$ cat config.mk
export PLATFORM = sky130hd
export DESIGN_NAME = button_event_decoder
export DESIGN_NICKNAME = d
export VERILOG_FILES = /design/src/rtl/button_event_decoder.sv
export SDC_FILE = /design/constraint.sdc
export NUM_CORES = 1
export LEC_CHECK = 0
export BUFFER_PORTS_ARGS = -buffer_cell sky130_fd_sc_hd__buf_2
export CORE_ASPECT_RATIO = 0.75
export CORE_MARGIN = 3
export CORE_UTILIZATION = 48
export DETAILED_ROUTE_END_ITERATION = 12
export HOLD_SLACK_MARGIN = 0.08
export PLACE_DENSITY = 0.66
export SLEW_MARGIN = 20
export SYNTH_ARGS = -nofsm -noshare
export SYNTH_HDL_FRONTEND = slang
export SYNTH_SLANG_ARGS = --single-unit
$ cat constraint.sdc
create_clock -name clk -period 7.6 [get_ports clk]
set_input_delay 0.76 -clock clk [delete_from_list [all_inputs] [get_ports clk]]
set_output_delay 0.76 -clock clk [all_outputs]
set_load 0.02 [all_outputs]
$ cat src/rtl/button_event_decoder.sv
// Button gesture decoder: turns a debounced button level into edge pulses, a press counter
// and short / long / double press classification pulses.
module button_event_decoder #(
  parameter int unsigned LONG_CYCLES = 50_000_000,
  parameter int unsigned GAP_CYCLES  = 25_000_000
) (
  input  logic       clk,
  input  logic       reset,
  input  logic       button_in,
  output logic       press_pulse,
  output logic       release_pulse,
  output logic       short_press,
  output logic       long_press,
  output logic       double_press,
  output logic [7:0] press_count
);

  localparam int CW = 27;
  // cnt holds (edges since entry - 1), so the timeout edge is where cnt equals N-1
  localparam logic [CW-1:0] LONG_LAST = CW'(LONG_CYCLES - 1);
  localparam logic [CW-1:0] GAP_LAST  = CW'(GAP_CYCLES - 1);

  typedef enum logic [2:0] {
    IDLE,
    PRESSED,
    LONG_HELD,
    WAIT_SECOND,
    SECOND_PRESSED
  } state_t;

  state_t        state_reg, state_next;
  logic [CW-1:0] cnt_reg, cnt_next;
  logic          prev_q;
  logic          rise, fall;
  logic          short_next, long_next, double_next;

  assign rise = button_in & ~prev_q;
  assign fall = ~button_in & prev_q;

  always_ff @(posedge clk) begin
    if (!reset) begin
      state_reg     <= IDLE;
      cnt_reg       <= '0;
      prev_q        <= button_in;
      press_pulse   <= 1'b0;
      release_pulse <= 1'b0;
      short_press   <= 1'b0;
      long_press    <= 1'b0;
      double_press  <= 1'b0;
      press_count   <= 8'd0;
    end else begin
      state_reg     <= state_next;
      cnt_reg       <= cnt_next;
      prev_q        <= button_in;
      press_pulse   <= rise;
      release_pulse <= fall;
      short_press   <= short_next;
      long_press    <= long_next;
      double_press  <= double_next;
      if (rise) begin
        press_count <= press_count + 8'd1;
      end
    end
  end

  // Edges are tested before timeouts so an edge landing on the timeout cycle wins.
  always_comb begin
    state_next  = state_reg;
    short_next  = 1'b0;
    long_next   = 1'b0;
    double_next = 1'b0;
    case (state_reg)
      IDLE: begin
        if (rise) state_next = PRESSED;
      end
      PRESSED: begin
        if (fall) begin
          state_next = WAIT_SECOND;
        end else if (cnt_reg == LONG_LAST) begin
          long_next  = 1'b1;
          state_next = LONG_HELD;
        end
      end
      LONG_HELD: begin
        if (fall) state_next = IDLE;
      end
      WAIT_SECOND: begin
        if (rise) begin
          state_next = SECOND_PRESSED;
        end else if (cnt_reg == GAP_LAST) begin
          short_next = 1'b1;
          state_next = IDLE;
        end
      end
      SECOND_PRESSED: begin
        if (fall) begin
          double_next = 1'b1;
          state_next  = IDLE;
        end else if (cnt_reg == LONG_LAST) begin
          long_next  = 1'b1;
          state_next = LONG_HELD;
        end
      end
      default: state_next = IDLE;
    endcase

    if (state_next != state_reg) begin
      cnt_next = '0;
    end else if (state_reg == PRESSED || state_reg == WAIT_SECOND ||
                 state_reg == SECOND_PRESSED) begin
      cnt_next = cnt_reg + 1'b1;
    end else begin
      cnt_next = '0;
    end
  end

endmodule

After elaboration in Yosys (flattened, before gate mapping)

Cells that the tools add are included.

Shift operators: 0
$mul: 0
Equal/unequal tests: 7
Divide/modulo/power cells: 0
$lt $le $gt $ge: 0
Reduce and logical (&&, ||, !) cells: 8
Add/subtract/negate cells: 2
Muxes and demuxes: 11
Bitwise gates (word level): 8

Operator list:

| cell                    | number |
|---|---|
| $add A27 B1 Y27 const B | 1 |
| $eq A27 B25 Y1 const B  | 1 |
| $eq A27 B26 Y1 const B  | 1 |
| $mux W3                 | 7 |
| $pmux W3 S5             | 1 |
| $reduce_or A3 Y1        | 3 |
| $add A8 B1 Y8 const B   | 1 |
| $eq A3 B2 Y1 const B    | 2 |
| $not A1 Y1              | 6 |
| $eq A3 B1 Y1 const B    | 1 |
| $eq A3 B3 Y1 const B    | 1 |
| $logic_not A3 Y1        | 1 |
| $mux W1                 | 3 |
| $ne A3 B3 Y1            | 1 |
| $and A1 B1 Y1           | 2 |
| $logic_or A1 B1 Y1      | 2 |
| $reduce_and A2 Y1       | 1 |
| $reduce_or A2 Y1        | 1 |

Memories: 0
ROM bits: 0
Word-level logic and storage cells: 45
RAM bits: 0
Output and inout bits: 13
Bits in latches: 0
Register bits: 44

Longest topological paths before layout

Depth after elaboration: 6
Gate-level depth with buffers: 8
Mapped depth without buffers: 7

Worst setup path after synthesis

Ideal clock, no wire load.

Path kind: register -> register
From: register cnt_reg[16]
To: register cnt_reg[22]
Buffers on the path: 1
Path slack: 5166 ps
Data arrival time: 2318 ps
Clock period less this slack: 2434 ps
Cell stages (with the launch flop): 8
Library setup time: 115 ps
Cells stage by stage: dfxtp_1 > or4b_1 > or3_4 > nor4_4 > nor3_2 > o311ai_4 > buf_6 > nor2_2

Word-level cells in the longest chain between the ends: 6
Elaborated cells on any way between the ends: 11
Those cells by class: add/sub (1); eq/ne (3); mux (6); reduce/logical (1)

Ends and longest elaborated chain:

| element                                          | line       | RTL |
|---|---|---|
| from (decl)                                      | 32         | `logic [CW-1:0] cnt_reg, cnt_next;` |
| from (signal assigned)                           | 53         | `cnt_reg <= cnt_next;` |
| $eq A27 B26 Y1 or $eq A27 B25 Y1 (tied branches) | 79, 99, 90 |  |
| $mux W3, on equally long branches                | 79, 99, 90 |  |
| $mux W3, on equally long branches                | 96, 77, 88 |  |
| $pmux W3 S5                                      | 72         | `case (state_reg)` |
| $ne A3 B3 Y1                                     | 107        | `if (state_next != state_reg) begin` |
| $reduce_or A3 Y1 (no source line)                | -          |  |

Several ways; a longest one is shown, not always the timed one.
A chain may end at the register's enable or synchronous reset.

Worst setup path after layout

From: register cnt_reg[16]
To: register cnt_reg[5]

Word-level cells in the longest chain between the ends: 6
Elaborated cells on any way between the ends: 10
Those cells by class: eq/ne (3); mux (6); reduce/logical (1)

Ends and longest elaborated chain:

| element                                          | line |
|---|---|
| $eq A27 B26 Y1 or $eq A27 B25 Y1 (tied branches) | 79, 99, 90 |
| $mux W3, on equally long branches                | 79, 99, 90 |
| $mux W3, on equally long branches                | 96, 77, 88 |
| $pmux W3 S5 (*)                                  | 72 |
| $ne A3 B3 Y1 (*)                                 | 107 |
| $reduce_or A3 Y1 (no source line) (*)            | - |

Every way passes the cells marked *; elsewhere a longest branch is shown, timed or not.

==> results by group <==
Status
  • Outcome: completed

Synth
  • Yosys top cell area share: 41.56%
  • Post-synthesis register bit count: 44
  • Fraction of registers with async set/reset: 0%
  • Post-synth EDFFs: 0
  • Unique masters post-synth: 37
  • Synth cell count leaders: 44 x dfxtp_1, 28 x nand2_1, 20 x nor2_2
  • Avg Inst Size Synth: 8.868 µm²
  • Main synth FF type: dfxtp_1
  • Mapped Area: between 2000 and 2500 µm²
  • Most frequent cell after synthesis: dfxtp_1
  • Syn Nets: approximately 240
  • Syn Inst Count: about 240
  • Synth area leaders: dfxtp_1 42%, xnor2_1 7.4%, nor2_2 5.9%, xor2_1 5.4%, nand2_1 5.0%
  • Register area share after synthesis: between 40% and 50%
  • Synth Warn #: 0
  • Post-synth top area cell: dfxtp_1

Worst setup path
  • Max stage delay on crit path: between 0.5 and 0.6 ns
  • Critical path's slowest cell: or4b_1
  • Setup crit end kind: flip-flop
  • Worst EP arrival: between 2 and 3 ns
  • FF-to-FF End: cnt_reg[5]
  • Worst-path fanout max: 27
  • WP data required: slightly below 8 ns
  • Depth of the worst register-to-register path: 7
  • Cell Chain, Critical Path: or4b_1 -> or3_4 -> nor4_4 -> o21ai_0 -> o311ai_4 -> buf_4 -> nor2_1
  • R2R setup slack: ~4.9 ns
  • WS Path Type: flip-flop to flip-flop
  • Critical path launch point type: flip-flop
  • Worst reg2reg startpoint: cnt_reg[16]

Cells and area
  • Number of flip-flops under the largest register name: 27
  • Antenna Cells: 0
  • Final net count: between 200 and 300
  • Share of cells above drive strength 1: approximately a fifth
  • Footprint of the multi-input gates: 1189 µm²
  • Area Overhead vs Synth: 12.81%
  • Fill cell count: 400
  • Reg area: around 880 µm²

Power and ir drop
  • Max IR drop VDD: between 0.1 and 0.15 mV
  • PwrDens: 208.7 nW/µm²
  • Lkg Pwr: 0.0007930 µW

Clock tree
  • Clock Sinks: 44
  • H-tree depth: 2
  • Reg clk slew, reported paths: 0.08 ns
  • Max Buffers Root-to-Sink: 2
  • Clock root buffer: clkbuf_8
  • TritonCTS clock tree: done
  • Hold_buf cts: 0
  • CTS Buf Count: 5
  • Skew-Pair Late Insertion Delay: about 0.3 ns
  • Post_cts resized: 0
  • Post-CTS Setup Inserts: 0

GRT
  • Total track usage: 17.15%
  • Vias in the first global route: ~1400
  • First-pass GRT wire length: 6.837 mm
  • Initial antenna violation count: 0
  • Grt ovf: 0
  • Largest net degree at the start of global routing: 28

Floorplanning
  • Core Region: about 4200 µm²
  • Height of the die: 63.55 µm
  • Die W: just over 80 µm
  • Initial Util: around 50%
  • DIE AREA: ~5300 µm²
  • Placement row count: 20
  • I/O pin count: 16

Timing
  • Max_slew headroom: 57.17%
  • Final-report max-slew violation count: 0
  • Hold Fails Final Rpt: 0
  • Setup TNS: 0 ns
  • Min Tclk post-route: ~2.7 ns
  • Tightest Pin Transition: roughly 0.64 ns
  • RSZ-0062 raised after global routing: no
  • Setup ws final: about 4.9 ns
  • Tcrit/Tclk final: between 30% and 40%
  • Maximum clock rate: around 370 MHz
  • Clk_skew: 0.008311 ns
  • # setup viols final: 0

Route
  • Initial DRC count: around 110
  • Drt via density: between 5 and 6
  • Drt first pass iters: 4
  • Final WL: around 4.0 mm
  • Residual DRC count: 0
  • DR WL/cell: around 13 µm
  • Routed Antenna Nets: 0
  • Vias: 1666

Min path
  • Hold_sp: cnt_reg[0]
  • Worst min path class: flip-flop to flip-flop
  • Hold worst-path end: cnt_reg[0]
  • WHS Path Cells: 1

Placement
  • Gp weighted congestion: roughly 0.88
  • Setup Slack @ Placement: between 4 and 5 ns
  • Port Buffer Count: 15
  • Post-DP HPWL: 2.921 mm

Flow run
  • Max Cap Violations: 0
layout by cell type, fill, tap and decap left out, types with 5 or more instances in the layout:
cell	instances
dfxtp_1	44
nand2_1	28
nor2_2	20
xnor2_1	18
nor2_1	17
buf_2	15
nand3_1	14
xor2_1	13
and2_1	10
nand4_1	9
o21ai_0	7
nor3_1	6
nand2b_1	5
clkbuf_8	5
worst max-delay path by stage:
stage / start / to / slack, ns / cells past startpoint
CTS: cnt_reg[16] / cnt_reg[3] / 4.92 / 7
floorplan: cnt_reg[16] / cnt_reg[22] / 5.17 / 7
global route: cnt_reg[16] / cnt_reg[6] / 4.73 / 7
detailed placement: cnt_reg[16] / cnt_reg[2] / 4.93 / 7
global placement: cnt_reg[16] / cnt_reg[2] / 4.92 / 7
finish: cnt_reg[16] / cnt_reg[5] / 4.90 / 7
per-layer routing:
metal	share of wire, %	up-vias	track usage, %
met5	0	-	0
met1	54	770	25.86
li1	-	847	-
met3	6.2	2	5.571
met4	0.53	0	5.510
met2	39	47	22.60
cell type report:
type                       count  share of cell area, %
timing repair buffer          16                  3.454
clock inverter                 3                  3.768
clock buffer                   5                  2.878
sequential                    44                  36.84
multi-input combinational    186                  49.71
inverter                       3                 0.4710
tap                           55                  2.878
stage by stage:
stage               instances  hold slack [ns]  total power, µW  utilization [%]  area [µm²]
floorplan                 239           0.4351            254.6                -        2120
global placement          304           0.4573            258.7            53.73        2232
detailed placement        304           0.4597            258.8            53.73        2232
CTS                       312           0.4788            502.9            57.56        2391
global route              312           0.4925            516.4            57.56        2391
finish                    312           0.4796            499.0            57.56        2391
critical path: cells and delay by family, from the launching register on:
kind	cells	cell delay, ns
AO/OA/AOI/OAI	2	0.36
flip-flops	1	0.38
AND/OR/NAND/NOR	4	1.42
buffers and inverters	1	0.41
kinds of logic (layout without fill, tap and decap cells):
group                      count (synthesis)  count (layout)  share of synthesized area (%)
buffers and inverters                      9              27                          2.361
AOI/OAI and AO/OA                         15              15                          5.431
DFF                                       44              44                          41.56
adders and majority gates                  2               2                          1.180
xor gates and xnor gates                  31              31                          12.81
and+or+nand+nor                          138             138                          36.66
power breakdown:
part / leakage [µW] / switching [µW] / internal [µW]
Sequential: 0.000356 / 2.83 / 233
Clock: 0.0000784 / 81.3 / 164
Combinational: 0.000359 / 11.4 / 6.47
Total: 0.000793 / 95.6 / 403
No activity file was read; power rests on OpenSTA's default activity.
